[config.mk]
export PLATFORM = sky130hd
export DESIGN_NAME = axi4_arw_split_bridge
export DESIGN_NICKNAME = d
export VERILOG_FILES = /design/src/rtl/axi4_arw_split_bridge.sv
export SDC_FILE = /design/constraint.sdc
export NUM_CORES = 1
export LEC_CHECK = 0
export ABC_AREA = 1
export CAP_MARGIN = 20
export CORE_ASPECT_RATIO = 2
export CORE_MARGIN = 5
export CORE_UTILIZATION = 32
export DETAILED_ROUTE_END_ITERATION = 10
export GPL_ROUTABILITY_DRIVEN = 0
export PLACE_DENSITY = 0.9
export SLEW_MARGIN = 20
export SYNTH_ARGS = -nofsm -noshare
export SYNTH_HDL_FRONTEND = slang
export SYNTH_SLANG_ARGS = --single-unit
export TNS_END_PERCENT = 30
[constraint.sdc]
create_clock -name clk -period 1.6 [get_ports clk]
set_input_delay 0.24 -clock clk [delete_from_list [all_inputs] [get_ports clk]]
set_output_delay 0.24 -clock clk [all_outputs]
set_load 0.01 [all_outputs]
[src/rtl/axi4_arw_split_bridge.sv]
// axi4_arw_split_bridge: shared ARW command to split AW/AR with one outstanding transaction and local WLAST
module axi4_arw_split_bridge #(
  parameter int S_ADDR_W = 28,
  parameter int M_ADDR_W = 26,
  parameter int ID_W = 1,
  parameter int DATA_W = 32
) (
  input  logic                clk,
  input  logic                reset,
  input  logic                s_arw_valid,
  output logic                s_arw_ready,
  input  logic [S_ADDR_W-1:0] s_arw_addr,
  input  logic [ID_W-1:0]     s_arw_id,
  input  logic [7:0]          s_arw_len,
  input  logic                s_arw_write,
  input  logic                s_w_valid,
  output logic                s_w_ready,
  input  logic [DATA_W-1:0]   s_w_data,
  input  logic                s_w_last,
  output logic                s_b_valid,
  input  logic                s_b_ready,
  output logic [ID_W-1:0]     s_b_id,
  output logic                s_r_valid,
  input  logic                s_r_ready,
  output logic [DATA_W-1:0]   s_r_data,
  output logic [ID_W-1:0]     s_r_id,
  output logic                s_r_last,
  output logic                m_awvalid,
  input  logic                m_awready,
  output logic [M_ADDR_W-1:0] m_awaddr,
  output logic [7:0]          m_awlen,
  output logic                m_arvalid,
  input  logic                m_arready,
  output logic [M_ADDR_W-1:0] m_araddr,
  output logic [7:0]          m_arlen,
  output logic                m_wvalid,
  input  logic                m_wready,
  output logic [DATA_W-1:0]   m_wdata,
  output logic                m_wlast,
  input  logic                m_bvalid,
  output logic                m_bready,
  input  logic                m_rvalid,
  output logic                m_rready,
  input  logic [DATA_W-1:0]   m_rdata,
  input  logic                m_rlast,
  output logic                busy,
  output logic                err_len
);
  typedef enum logic [2:0] {IDLE, WADDR, WDATA, WRESP, RADDR, RDATA} state_t;
  state_t state;
  logic [M_ADDR_W-1:0] addr_q;
  logic [7:0] len_q, cnt;
  logic [ID_W-1:0] id_q;
  logic unused_addr;
  assign unused_addr = ^s_arw_addr[S_ADDR_W-1:M_ADDR_W];
  always_ff @(posedge clk) begin
    if (reset) begin
      state <= IDLE;
      addr_q <= '0;
      len_q <= '0;
      id_q <= '0;
      cnt <= '0;
      err_len <= 1'b0;
    end else begin
      case (state)
        IDLE: if (s_arw_valid) begin
          addr_q <= s_arw_addr[M_ADDR_W-1:0];
          len_q <= s_arw_len;
          id_q <= s_arw_id;
          state <= s_arw_write ? WADDR : RADDR;
        end
        WADDR: if (m_awready) begin
          cnt <= '0;
          state <= WDATA;
        end
        WDATA: if (s_w_valid && m_wready) begin
          cnt <= cnt + 8'd1;
          if (m_wlast) state <= WRESP;
          if (s_w_last != m_wlast) err_len <= 1'b1;
        end
        WRESP: if (m_bvalid && s_b_ready) state <= IDLE;
        RADDR: if (m_arready) state <= RDATA;
        RDATA: if (m_rvalid && s_r_ready && m_rlast) state <= IDLE;
        default: state <= IDLE;
      endcase
    end
  end
  assign s_arw_ready = state == IDLE;
  assign busy = state != IDLE;
  assign m_awvalid = state == WADDR;
  assign m_awaddr = addr_q;
  assign m_awlen = len_q;
  assign m_arvalid = state == RADDR;
  assign m_araddr = addr_q;
  assign m_arlen = len_q;
  assign m_wvalid = s_w_valid && state == WDATA;
  assign s_w_ready = m_wready && state == WDATA;
  assign m_wdata = s_w_data;
  assign m_wlast = cnt == len_q;
  assign s_b_valid = m_bvalid && state == WRESP;
  assign m_bready = s_b_ready && state == WRESP;
  assign s_b_id = id_q;
  assign s_r_valid = m_rvalid && state == RDATA;
  assign m_rready = s_r_ready && state == RDATA;
  assign s_r_data = m_rdata;
  assign s_r_last = m_rlast;
  assign s_r_id = id_q;
endmodule

== Word-level counts from Yosys, hierarchy flattened ==
Cells that the tools add are included.

* Output and inout bits: 147
* Bits in registers: 47
* Logic and storage cells: 50
* Bits of input ports: 115

* Multiplexer cells: 12
* Reduce and logical (&&, ||, !) cells: 17
* Eq/ne operators: 14
* Add/subtract/negate cells: 1

{| class="wikitable"
|+ Operators with widths
! kind !! number
|-
| $mux 3 || 8
|-
| $pmux 3 s6 || 1
|-
| $mux 8 || 2
|-
| $pmux 8 s2 || 1
|-
| $logic_and 1x1->1 || 10
|-
| $ne 2x2->1 const B || 5
|-
| $add 8x1->8 const B || 1
|-
| $eq 8x8->1 || 1
|-
| $reduce_and 7->1 || 1
|-
| $eq 3x2->1 const B || 2
|-
| $eq 3x3->1 const B || 2
|-
| $reduce_and 3->1 || 2
|-
| $ne 2x1->1 const B || 2
|-
| $eq 3x1->1 const B || 1
|-
| $logic_not 3->1 || 1
|-
| $reduce_bool 3->1 || 1
|-
| $reduce_and 2->1 || 1
|-
| $reduce_bool 2->1 || 1
|-
| $ne 1x1->1 || 1
|}

== Logic depth before layout (Yosys ltp) ==
* Depth in word-level cells: 4
* Gate-level depth with buffers: 11
* Mapped depth without buffers: 10

== Worst setup path before layout ==
Ideal clock, no wire load.

* Kind: reg-to-reg
* Start: register state[2]
* End: register cnt[3]
* Cell stages (with the launch flop): 10
* Data arrival time: 1.190 ns
* Data required time: 1.487 ns
* Buffers on the path: 1
* Clock period less this slack: 1.302 ns
* Setup slack: 0.298 ns
* Setup time: 0.113 ns
* Cell sequence: dfxtp_1 > buf_4 > nor3_4 > inv_2 > nand2_2 > nand3_2 > nor2_2 > nand2_1 > nand2_1 > nor2_1

* Cells in the longest elaborated chain, start to end: 3
* Elaborated cells on any way between the ends: 7
* Classes of those cells: eq/ne (4); mux (1); reduce/logical (2)

{| class="wikitable"
|+ RTL lines
! element !! line !! RTL
|-
| start, declared || 50 || <nowiki>state_t state;</nowiki>
|-
| start signal, assigned || 70 || <nowiki>state <= s_arw_write ? WADDR : RADDR;</nowiki>
|-
| $eq 3x1->1 * || - ||
|-
| named net m_awvalid || 28 || <nowiki>output logic m_awvalid,</nowiki>
|-
| $ne 2x1->1 (no line) / $reduce_bool 2->1 (equally long branches) || - ||
|-
| $reduce_and 3->1 (no line) || - ||
|-
| end signal, assigned || 77 || <nowiki>cnt <= cnt + 8'd1;</nowiki>
|-
| end, declared || 52 || <nowiki>logic [7:0] len_q, cnt;</nowiki>
|}

The timed path passes the listed nets; every way through them passes the cells marked *.
A chain may end at the register's enable or synchronous reset.

== Final worst setup path ==
* Start: register len_q[3] (netlist: m_arlen[3])
* End: output m_wlast

* Cells in the longest elaborated chain, start to end: 1

{| class="wikitable"
|+ RTL lines
! element !! line !! RTL
|-
| start, declared || 52 ||
|-
| start signal, assigned || 68 || <nowiki>len_q <= s_arw_len;</nowiki>
|-
| $eq 8x8->1 || 99 || <nowiki>assign m_wlast = cnt == len_q;</nowiki>
|-
| end, declared || 39 || <nowiki>output logic m_wlast,</nowiki>
|}

Every way passes these cells.

==> load_flow_metrics.sql <==
INSERT INTO impl_metrics (metric_group, metric, value, unit) VALUES
('run_status', 'status', 'complete, no violations', ''),
('detailed_routing', 'viasPerCell', '4.769', ''),
('placed_design', 'placed_instance_area', '3800', 'µm²'),
('power_and_ir_drop', 'power.total', '6.017', 'mW'),
('detailed_routing', 'dr.max_layer_used', 'met4', ''),
('floorplan', 'row_count', '50', ''),
('clock_network', 'clock_path_buffers', '2', ''),
('floorplan', 'initial_utilization', '0.3249', ''),
('floorplan', 'dieArea', '11560', 'µm²'),
('setup_path', 'timing.setup.critical_path_class', 'reg2out', ''),
('placed_design', 'placed_cells', '567', ''),
('global_routing', 'grt_start_max_net_pins', '41', ''),
('cells_and_area', 'regArea', '948.4', 'µm²'),
('clock_network', 'clkSinkCount', '47', ''),
('timing', 'worst_clock_skew', '0.003230', 'ns'),
('timing', 'final-hold-violation-count', '0', ''),
('setup_path', 'worstSetupStartpointType', 'flop', ''),
('global_routing', 'gr-total-overflow', '0', ''),
('power_and_ir_drop', 'ir_drop', '0.8576', 'mV'),
('synth', 'syn_area', '3008', 'µm²'),
('worst_hold_path', 'holdCritPathClass', 'reg2reg', ''),
('cells_and_area', 'non_filler_cells_in_the_finished_layout', '576', ''),
('floorplan', 'die_h', '147.1', 'µm'),
('timing', 'rsz0062_at_grt', 'true', ''),
('clock_network', 'cts_buffers', '5', ''),
('synth', 'syn-mean-instance-area', '7.145', 'µm²'),
('synth', 'synth-seq-area-share', '0.3128', ''),
('synth', 'synth_seq_cells', '47', ''),
('cells_and_area', 'multi_input_combinational_cell_area', '1080', 'µm²'),
('timing', 'period_utilization_post_route', '0.9808', ''),
('synth', 'synth.top_cell.area_share', '0.3128', ''),
('synth', 'synth-warning-count', '0', ''),
('setup_path', 'cp.required', '1.36', 'ns'),
('placed_design', 'port-buffer-count', '131', ''),
('detailed_routing', 'first_iter_violations', '85', ''),
('worst_hold_path', 'min-delay-start', 'err_len', ''),
('detailed_routing', 'drt_first_pass_iters', '4', ''),
('floorplan', 'pin_count', '262', ''),
('cells_and_area', 'fill_cells', '922', ''),
('synth', 'yosys-top-cells-count', 'sky130_fd_sc_hd__buf_4, sky130_fd_sc_hd__nand2_1, sky130_fd_sc_hd__dfxtp_1', ''),
('power_and_ir_drop', 'p_leak', '1.644', 'nW'),
('cells_and_area', 'final_nets', '587', ''),
('detailed_routing', 'met3_wirelength', '590', 'µm'),
('synth', 'synth.area.top_cells', 'sky130_fd_sc_hd__dfxtp_1, sky130_fd_sc_hd__buf_4, sky130_fd_sc_hd__nand2_1', ''),
('synth', 'synth_edf_count', '0', ''),
('setup_path', 'rr_startpoint', 'state[1]', ''),
('placed_design', 'pre_cts_ws', '-0.04921', 'ns'),
('synth', 'synth_flop_cell', 'sky130_fd_sc_hd__dfxtp_1', ''),
('timing', 'layout_min_cycle_time', '1.569', 'ns'),
('detailed_routing', 'm1WireLength', '2751', 'µm'),
('clock_network', 'cts_hold_buf', '0', ''),
('detailed_routing', 'route.vias.total', '2747', ''),
('cells_and_area', 'finalInstanceArea', '3999', 'µm²'),
('clock_network', 'cts_tree', 'done', ''),
('synth', 'synthesis.nets', '537', ''),
('timing', 'timing.fmax', '637.2', 'MHz'),
('timing', 'slew_viol_final', '0', ''),
('cells_and_area', 'areaGrowthSynthToFinish', '32.95', '%'),
('setup_path', 'worst_setup_path_end_kind', 'output port', ''),
('clock_network', 'clock_slew_at_the_register_clock_pins_of_the_worst_setup_and_hold_paths', '0.06', 'ns'),
('timing', 'hold_slack', '0.4541', 'ns'),
('setup_path', 'critical_path.max_fanout', '2', ''),
('synth', 'synth_most_common_cell', 'sky130_fd_sc_hd__buf_4', ''),
('detailed_routing', 'drc', '0', ''),
('timing', 'setup_viol', '0', ''),
('global_routing', 'grt_pass1_wl', '14170', 'µm'),
('floorplan', 'chipWidth', '78.56', 'µm'),
('cells_and_area', 'drive_above_1_share', '0.1335', ''),
('clock_network', 'cts.root.buffer_cell', 'sky130_fd_sc_hd__clkbuf_16', ''),
('timing', 'timing.slew.headroom', '0.7476', ''),
('floorplan', 'core', '9259', 'µm²');
## final timing paths
kind | to | slack [ns] | cells after the start
worst max-delay path | m_wlast | 0.03 | 6
worst min-delay path | err_len | 0.45 | 2
worst max register to register | cnt[6] | 0.08 | 9
worst min register to register | err_len | 0.45 | 2
## cell type report
cell class              count  share of cell area
clock buffers               6             0.03473
clock inverters             2            0.008761
inverters                  41             0.03849
multi-input cells         218              0.2700
flip-flops and latches     47              0.2372
well taps                 104             0.03254
repair buffers            158              0.3783
## state kept, by name, indices dropped and copies added, names as in the netlist
| name | flops |
|---|---|
| s_b_id | 1 |
| m_araddr | 26 |
| m_arlen | 8 |
| err_len | 1 |
| state | 3 |
| cnt | 8 |
## kinds of logic (layout without fill, tap and decap cells)
family | count (synthesis) | in the layout | synth area share
AND/OR/NAND/NOR | 156 | 156 | 0.2396
buffers and inverters | 156 | 207 | 0.3361
AO/OA/AOI/OAI | 58 | 58 | 0.09859
flip-flops | 47 | 47 | 0.3128
XOR/XNOR | 3 | 3 | 0.008737
adder cells (fa/ha/maj) | 1 | 1 | 0.004159
## power breakdown
group          total, mW  switching [mW]  internal (mW)
Clock               1.21           0.429          0.777
Sequential          1.61           0.208           1.41
Combinational       3.20            1.71           1.48
Total               6.02            2.35           3.67
## repair_timing
| item | 4_1_cts | 5_1_grt |
|---|---|---|
| buffers inserted | 0 | 1 |
| gates resized for setup | 19 | 9 |
| endpoints found under the setup margin | 16 | 21 |
| pin swaps | 0 | 3 |
| cloned | 0 | 0 |
## per-stage QoR
stage | utilization | TNS (ns)
after floorplan | - | 0
final | 0.4319 | 0
after global routing | 0.4319 | -0.1205
after CTS | 0.4293 | 0
after detailed placement | 0.4104 | -0.3099
after global placement | 0.4104 | -0.1626
## worst max-delay path, cell delays in order, from the launching register on
cell and delay [ns]:
sky130_fd_sc_hd__dfxtp_1 0.36, sky130_fd_sc_hd__xnor2_1 0.14, sky130_fd_sc_hd__nand2_1 0.09, sky130_fd_sc_hd__nor2_1 0.11
sky130_fd_sc_hd__nand2_1 0.08, sky130_fd_sc_hd__inv_1 0.05, sky130_fd_sc_hd__clkdlybuf4s15_2 0.21
## placed cells by master, fill, tap and decap left out, drive strengths merged
master and instances:
clkdlybuf4s50 120, nand2 83, dfxtp 47, a21oi 45
nand3 42, inv 41, buf 27, nor2 24
o21ai 12, clkbuf 8, dlygate4sd2 7, nor3 4
xnor2 3, nand4 2, clkdlybuf4s15 2, nand3b 1
o211ai 1, ha 1, bufinv 1, clkinv 1
## layer usage
metal / vias to the layer above / global-route usage
met5: - / 0
met4: 0 / 0.1427
met1: 1261 / 0.1294
li1: 1331 / -
met2: 98 / 0.3024
met3: 57 / 0.02945
Power figures use the tool's default switching activity.
